--- src/rtl/i2c_master_arbiter.sv ---
// Two-port round-robin arbiter that shares one i2c_master between two requesters:
// latches the winner's command, sequences start/transfer/done and aborts unaccepted starts.
`timescale 1ns/1ps
module i2c_master_arbiter #(
  parameter int TIMEOUT_CYCLES = 4096
) (
  input  logic       clk,
  input  logic       rst,
  input  logic       req0,
  input  logic       req1,
  input  logic       rnw0,
  input  logic       rnw1,
  input  logic [6:0] addr0,
  input  logic [6:0] addr1,
  input  logic [2:0] size0,
  input  logic [2:0] size1,
  input  logic [7:0] wdata0,
  input  logic [7:0] wdata1,
  output logic       busy0,
  output logic       busy1,
  output logic       done0,
  output logic       done1,
  output logic       dreq0,
  output logic       dreq1,
  output logic       dav0,
  output logic       dav1,
  output logic       timeout,
  output logic [7:0] rdata,
  output logic       m_start,
  output logic       m_rnw,
  output logic [6:0] m_addr,
  output logic [2:0] m_size,
  output logic [7:0] m_wdata,
  input  logic       m_ready,
  input  logic       m_data_request,
  input  logic       m_data_available,
  input  logic [7:0] m_data_o
);

  localparam logic [1:0] IDLE  = 2'd0;
  localparam logic [1:0] START = 2'd1;
  localparam logic [1:0] XFER  = 2'd2;
  localparam logic [1:0] DONE  = 2'd3;

  localparam int CW = $clog2(TIMEOUT_CYCLES + 1);
  localparam logic [CW-1:0] CNT_LAST = CW'(TIMEOUT_CYCLES - 1);

  logic [1:0]    state;
  logic          owner;
  logic          last_owner;
  logic [CW-1:0] cnt;
  logic          grant_owner;
  logic          in_xfer;

  // On a tie the port that did not finish the previous transaction wins.
  always_comb begin
    grant_owner = req1;
    if (req0 && req1) grant_owner = ~last_owner;
  end

  // NOTE: sequential state uses non-blocking assignments only, so every register
  // samples pre-edge values regardless of statement order.
  always_ff @(posedge clk or posedge rst) begin
    if (rst) begin
      state      <= IDLE;
      owner      <= 1'b0;
      last_owner <= 1'b1;
      cnt        <= '0;
      timeout    <= 1'b0;
      m_rnw      <= 1'b0;
      m_addr     <= '0;
      m_size     <= '0;
    end else begin
      timeout <= 1'b0;
      case (state)
        IDLE: begin
          if (m_ready && (req0 || req1)) begin
            owner  <= grant_owner;
            m_rnw  <= grant_owner ? rnw1  : rnw0;
            m_addr <= grant_owner ? addr1 : addr0;
            m_size <= grant_owner ? size1 : size0;
            cnt    <= '0;
            state  <= START;
          end
        end
        START: begin
          // The edge that would bring the count to TIMEOUT_CYCLES aborts instead.
          if (!m_ready) begin
            state <= XFER;
          end else if (cnt == CNT_LAST) begin
            timeout <= 1'b1;
            cnt     <= '0;
            state   <= IDLE;
          end else begin
            cnt <= cnt + 1'b1;
          end
        end
        XFER: begin
          if (m_ready) state <= DONE;
        end
        DONE: begin
          last_owner <= owner;
          state      <= IDLE;
        end
        default: state <= IDLE;
      endcase
    end
  end

  assign in_xfer = (state == XFER);

  // Ownership and handshake routing are decoded straight from state, so an
  // asynchronous reset clears them without waiting for a clock.
  assign busy0   = (state != IDLE) && !owner;
  assign busy1   = (state != IDLE) &&  owner;
  assign done0   = (state == DONE) && !owner;
  assign done1   = (state == DONE) &&  owner;
  assign m_start = (state == START);

  assign dreq0 = in_xfer && !owner && m_data_request;
  assign dreq1 = in_xfer &&  owner && m_data_request;
  assign dav0  = in_xfer && !owner && m_data_available;
  assign dav1  = in_xfer &&  owner && m_data_available;

  assign rdata   = m_data_o;
  assign m_wdata = owner ? wdata1 : wdata0;

endmodule

--- config.mk ---
export PLATFORM = sky130hd
export DESIGN_NAME = i2c_master_arbiter
export DESIGN_NICKNAME = d
export VERILOG_FILES = /design/src/rtl/i2c_master_arbiter.sv
export SDC_FILE = /design/constraint.sdc
export NUM_CORES = 1
export LEC_CHECK = 0
export BUFFER_PORTS_ARGS = -buffer_cell sky130_fd_sc_hd__buf_2
export CAP_MARGIN = 20
export CELL_PAD_IN_SITES_DETAIL_PLACEMENT = 2
export CELL_PAD_IN_SITES_GLOBAL_PLACEMENT = 2
export CORE_ASPECT_RATIO = 0.6
export CORE_UTILIZATION = 27
export CTS_CLUSTER_DIAMETER = 100
export CTS_CLUSTER_SIZE = 12
export DETAILED_ROUTE_END_ITERATION = 8
export PLACE_DENSITY_LB_ADDON = 0.1
export SKIP_LAST_GASP = 1
export SLEW_MARGIN = 20
export SYNTH_ARGS = -nofsm -noshare
export SYNTH_HDL_FRONTEND = slang
export SYNTH_SLANG_ARGS = --single-unit
--- constraint.sdc ---
create_clock -name clk -period 2.3 [get_ports clk]
set_input_delay 0.46 -clock clk [delete_from_list [all_inputs] [get_ports clk]]
set_output_delay 0.46 -clock clk [all_outputs]
set_load 0.03 [all_outputs]
### Word level (Yosys, flattened, before mapping)

Index checks and enable logic that the tools add are counted.

* $add $sub $neg: 1
* $mul: 0
* div/mod/pow operators: 0
* $lt $le $gt $ge: 0
* equal/unequal tests: 8
* shift-type cells: 0
* muxes and demuxes: 17
* bitwise logic cells: 1
* reductions and logical operators: 20

Operator list (number)
* $mux W13: 3
* $pmux W13 S2: 1
* $add A13 B1 Y13 const B: 1
* $eq A13 B12 Y1 const B: 1
* $logic_and A1 B1 Y1: 12
* $mux W2: 4
* $mux W8: 1
* $pmux W2 S4: 1
* $mux W7: 1
* $reduce_and A3 Y1: 2
* $mux W1: 5
* $eq A2 B2 Y1 const B: 2
* $ne A2 B2 Y1 const B: 2
* $reduce_bool A2 Y1: 2
* $mux W3: 1
* $ne A3 B2 Y1 const B: 1
* $eq A2 B1 Y1 const B: 1
* $logic_not A2 Y1: 1
* $ne A2 B1 Y1 const B: 1
* $reduce_and A2 Y1: 1
* $logic_not A1 Y1: 1
* $logic_or A1 B1 Y1: 1
* $not A1 Y1: 1

* register bits after elaboration: 29
* latch bits: 0
* RAM bits: 0
* ROM bits: 0
* bits of input ports: 53
* output and inout port bits: 37
* word-level logic and storage cells: 55
* memories kept: 0

### Logic depth before layout (Yosys ltp)

* depth after elaboration: 4
* gate-level depth with buffers: 6
* mapped depth without buffers: 5

### Least setup slack after synthesis

No wires, ideal clock.

* path type: flip-flop to output port
* start: reg owner
* end: out dav0
* arrival time: 1429 ps
* data required time: 1840 ps
* slack: 411 ps
* stages on the path, launching flop included: 4
* buffers on the path: 2
* path through: dfrtp_1 > clkbuf_1 > clkbuf_1 > nor3_1

* word-level cells in the longest chain between the ends: 3

Ends and longest elaborated chain
* start: declaration: line 49 `logic owner;`
* start signal: assignment: line 78 `owner <= grant_owner;`
* $logic_not A1 Y1: line 122 `assign dav0 = in_xfer && !owner && m_data_available;`
* $logic_and A1 B1 Y1 (2 in series): line 122
* end: declaration: line 25 `output logic dav0,`

Every way passes these cells.

### Worst setup path in the final report

* start: reg state[0]
* end: out m_start

* word-level cells in the longest chain between the ends: 1

Ends and longest elaborated chain
* start: declaration: line 48 `logic [1:0] state;`
* start signal: assignment: line 65 `state <= IDLE;`
* start signal: assignment: line 83 `state <= START;`
* start signal: assignment: line 89 `state <= XFER;`
* $eq A2 B1 Y1: line 118 `assign m_start = (state == START);`
* end: declaration: line 29 `output logic m_start,`

Every way passes these cells.

==> results.cfg <==
[global_routing]
grt_antenna_before_repair = 0
grt_pass1_vias = 1626
gr-total-overflow = 0
grt_first_pass_wirelength_um = 7866
grtUsageTotal_pct = 14.84
grt_max_degree = 23

[logic_synthesis]
ys.warnings.count = 0
mappedNetlistArea_um2 = 1730
synth_top_cells_by_area = dfrtp_1 (40%), mux2i_1 (6.4%), mux2_2 (5.9%), nor2_1 (4.8%), a21oi_1 (4.3%)
synthDominantCellAreaShare_pct = 40.49
synth.ff_latch_count = 29
post_syn_nets = 233
syn-mean-instance-area_um2 = 9.667
ys_types = 40
synth_edf_count = 0
synth-main-ff-cell = dfrtp_1
netlist.top_cell.by_area = dfrtp_1
synth_sequential_area_ratio_pct = 42.01
synth_common_cells = dfrtp_1 (28), nor2_1 (22), a21oi_1 (15)
syn-instance-count = 179
async_flop_share_pct = 100.0
synth.most_common_cell = dfrtp_1

[sta]
final.setup.tns_ns = 0
unrepaired_setup_endpoints_after_global_routing = false
setup-violations-final = 0
final_period_minus_worst_setup_slack_ns = 2.005
slew_at_the_pin_closest_to_its_max_slew_limit_ns = 0.5326
final.period_utilization_pct = 87.19
achievable-frequency_mhz = 498.7
finalWorstSetupSlack_ns = 0.2947
maxSlewViolCount = 0
fin_skew_ns = 0.006805
slew_headroom_pct = 64.50
hold_viol_final = 0

[clock_network]
worstSkewPairLatency_ns = 0.27
cts_hold_buffers = 0
clkSinkCount = 29
cts_max_path_buffers = 2
post_cts_resized = 0
cts-htree-levels = 2
postCtsSetupBuffers = 0
cts_inserted_buffers = 5
cts_tree = built
clkTransAtPathRegs_ns = 0.06
ctsRootBufferMaster = clkbuf_8

[pwr]
p_sw_share_pct = 44.75
power.leakage_nw = 1.059
power_density_nw_per_um2 = 1005
p_seq_share_pct = 36.4
p_sw_w = 0.0009815
ir_drop_worst_case_vdd_v = 0.0003339
combPwrFrac_pct = 46.3
power_frac_clock_pct = 17.3
internal_power_w = 0.001212

[routing]
antenna_violating_nets_post_route = 0
top_layer_used = met4
routed-wl-met2_um = 1911
met3RoutedLength_um = 248
wirelength_met1_um = 2572
detail_route.wirelength_um = 4789
1st_iter_drt_viols = 22
drc = 0
post_drt_wl_per_cell_um = 14.65
detailroute.via_count = 1564
first_pass_iters = 4
via_per_inst = 4.783

[floorplanning]
fp.coreArea_um2 = 6138
die_width_um = 105.4
die-area_um2 = 6743
floorplan.io_pins = 90
initial_utilization_pct = 28.19
num_rows = 22
die_height_um = 64.01

[worst_setup_path]
crit_path_top_delay_cell = dfrtp_1
path_class = flop to primary output
cp_slowest_stage_delay_ns = 0.61
critical_path_required_ns = 1.84
timing.critical_path.to_type = primary output
worstPathBufferInverterCount = 2
critPathMaxFanout = 12
crit_family = flip-flops
crit_chain = nand2b_1, inv_1, buf_2
critical_path.startpoint_type = flop
cp_data_arrival_time_ns = 1.55

[placed_design]
place_ws_ns = 0.4889
sum_of_net_half_perimeters_after_detailed_placement_um = 3773
io_buffers = 73
place.detailed.instances = 321
gp_congestion = 0.6736

[cells_and_area]
diodes = 0
layoutNonFillerInstCount = 327
post_layout_nets = 298
synthToLayoutAreaGrowth_pct = 26.10
layout_cell_share_with_drive_strength_beyond_1_pct = 42.39

[run_status]
status = finished, final reports clean

[job]
drv.max_cap_violation_count = 0

[hold_path]
worst_hold_path_type = primary input to async pin
[placed cells by master (no fill, tap or decap), drive strengths merged, types with 2 or more instances in the layout]
| cell type | count |
|---|---|
| nand2b | 4 |
| nor2 | 22 |
| a41oi | 5 |
| nor3 | 4 |
| mux2i | 11 |
| o21ai | 10 |
| a31oi | 5 |
| nand3 | 7 |
| nand2 | 12 |
| dfrtp | 28 |
| a21o | 2 |
| inv | 3 |
| mux2 | 10 |
| buf | 79 |
| clkbuf | 5 |
| and3 | 4 |
| a21oi | 15 |
| and4 | 3 |
[stage by stage]
| step | utilization [%] | cell area (µm²) | hold slack [ns] | power [W] |
|---|---|---|---|---|
| after floorplan | - | 1730 | 0.4453 | 0.001566 |
| after global placement | 34.35 | 2108 | 0.4787 | 0.001826 |
| after CTS | 35.55 | 2182 | 0.1883 | 0.002241 |
| after detailed placement | 34.35 | 2108 | 0.4816 | 0.001843 |
| final | 35.55 | 2182 | 0.1900 | 0.002193 |
| after global routing | 35.55 | 2182 | 0.2054 | 0.002353 |
[flip-flops by register name, summed over array words and instances, names as in the netlist, named ones only]
| name | flops |
|---|---|
| cnt | 13 |
| m_addr | 7 |
| m_size | 3 |
| last_owner | 1 |
| m_rnw | 1 |
| owner | 1 |
| state | 1 |
| timeout | 1 |
[cell families (layout without fill, tap and decap cells)]
| family | count (synthesis) | in the layout | share of synthesized area [%] |
|---|---|---|---|
| AOI/OAI and AO/OA | 41 | 41 | 16.27 |
| adders and majority gates | 1 | 1 | 0.7230 |
| buffers and inverters | 24 | 88 | 8.604 |
| DFF | 29 | 29 | 42.01 |
| muxes | 21 | 21 | 12.87 |
| and+or+nand+nor | 63 | 63 | 19.52 |
[layer usage]
layer / vias up / global-route usage [%]
li1: 758 / -
met1: 750 / 21.56
met2: 44 / 21.79
met3: 12 / 4.082
met4: 0 / 2.993
met5: - / 0
[tightest hold or removal path, stage by stage]
cell and delay (ns):
buf_2 0.10, inv_1 0.06, buf_4 0.19
[final timing paths]
| path | startpoint | cells after the start | slack, ns | endpoint |
|---|---|---|---|---|
| min | rst | 3 | 0.19 | cnt[10] |
| max in group asynchronous | rst | 3 | 1.79 | last_owner |
| max reg2reg | state[0] | 4 | 0.49 | cnt[9] |
| min reg2reg | cnt[11] | 1 | 0.50 | cnt[11] |
| min in group clk | m_ready | 2 | 0.48 | state[0] |
| max | state[0] | 3 | 0.29 | m_start |
[power by group through the flow]
stage | sequential (W) | combinational, W | clock, W
after detailed placement | 0.000811 | 0.00103 | 0
after global routing | 0.000832 | 0.00110 | 0.000418
final | 0.000799 | 0.00102 | 0.000379
after global placement | 0.000804 | 0.00102 | 0
after floorplan | 0.000932 | 0.000634 | 0
after CTS | 0.000804 | 0.00103 | 0.000402
[cell type report]
| type | count | area [µm²] |
|---|---|---|
| multi-input cells | 126 | 854.6 |
| clock buffers | 5 | 68.82 |
| inverters | 3 | 11.26 |
| fillers | 721 | 3956 |
| well taps | 84 | 105.1 |
| repair buffers | 79 | 410.4 |
| clock inverters | 1 | 5.005 |
| flip-flops and latches | 29 | 726.9 |
No activity file was read; power rests on OpenSTA's default activity.
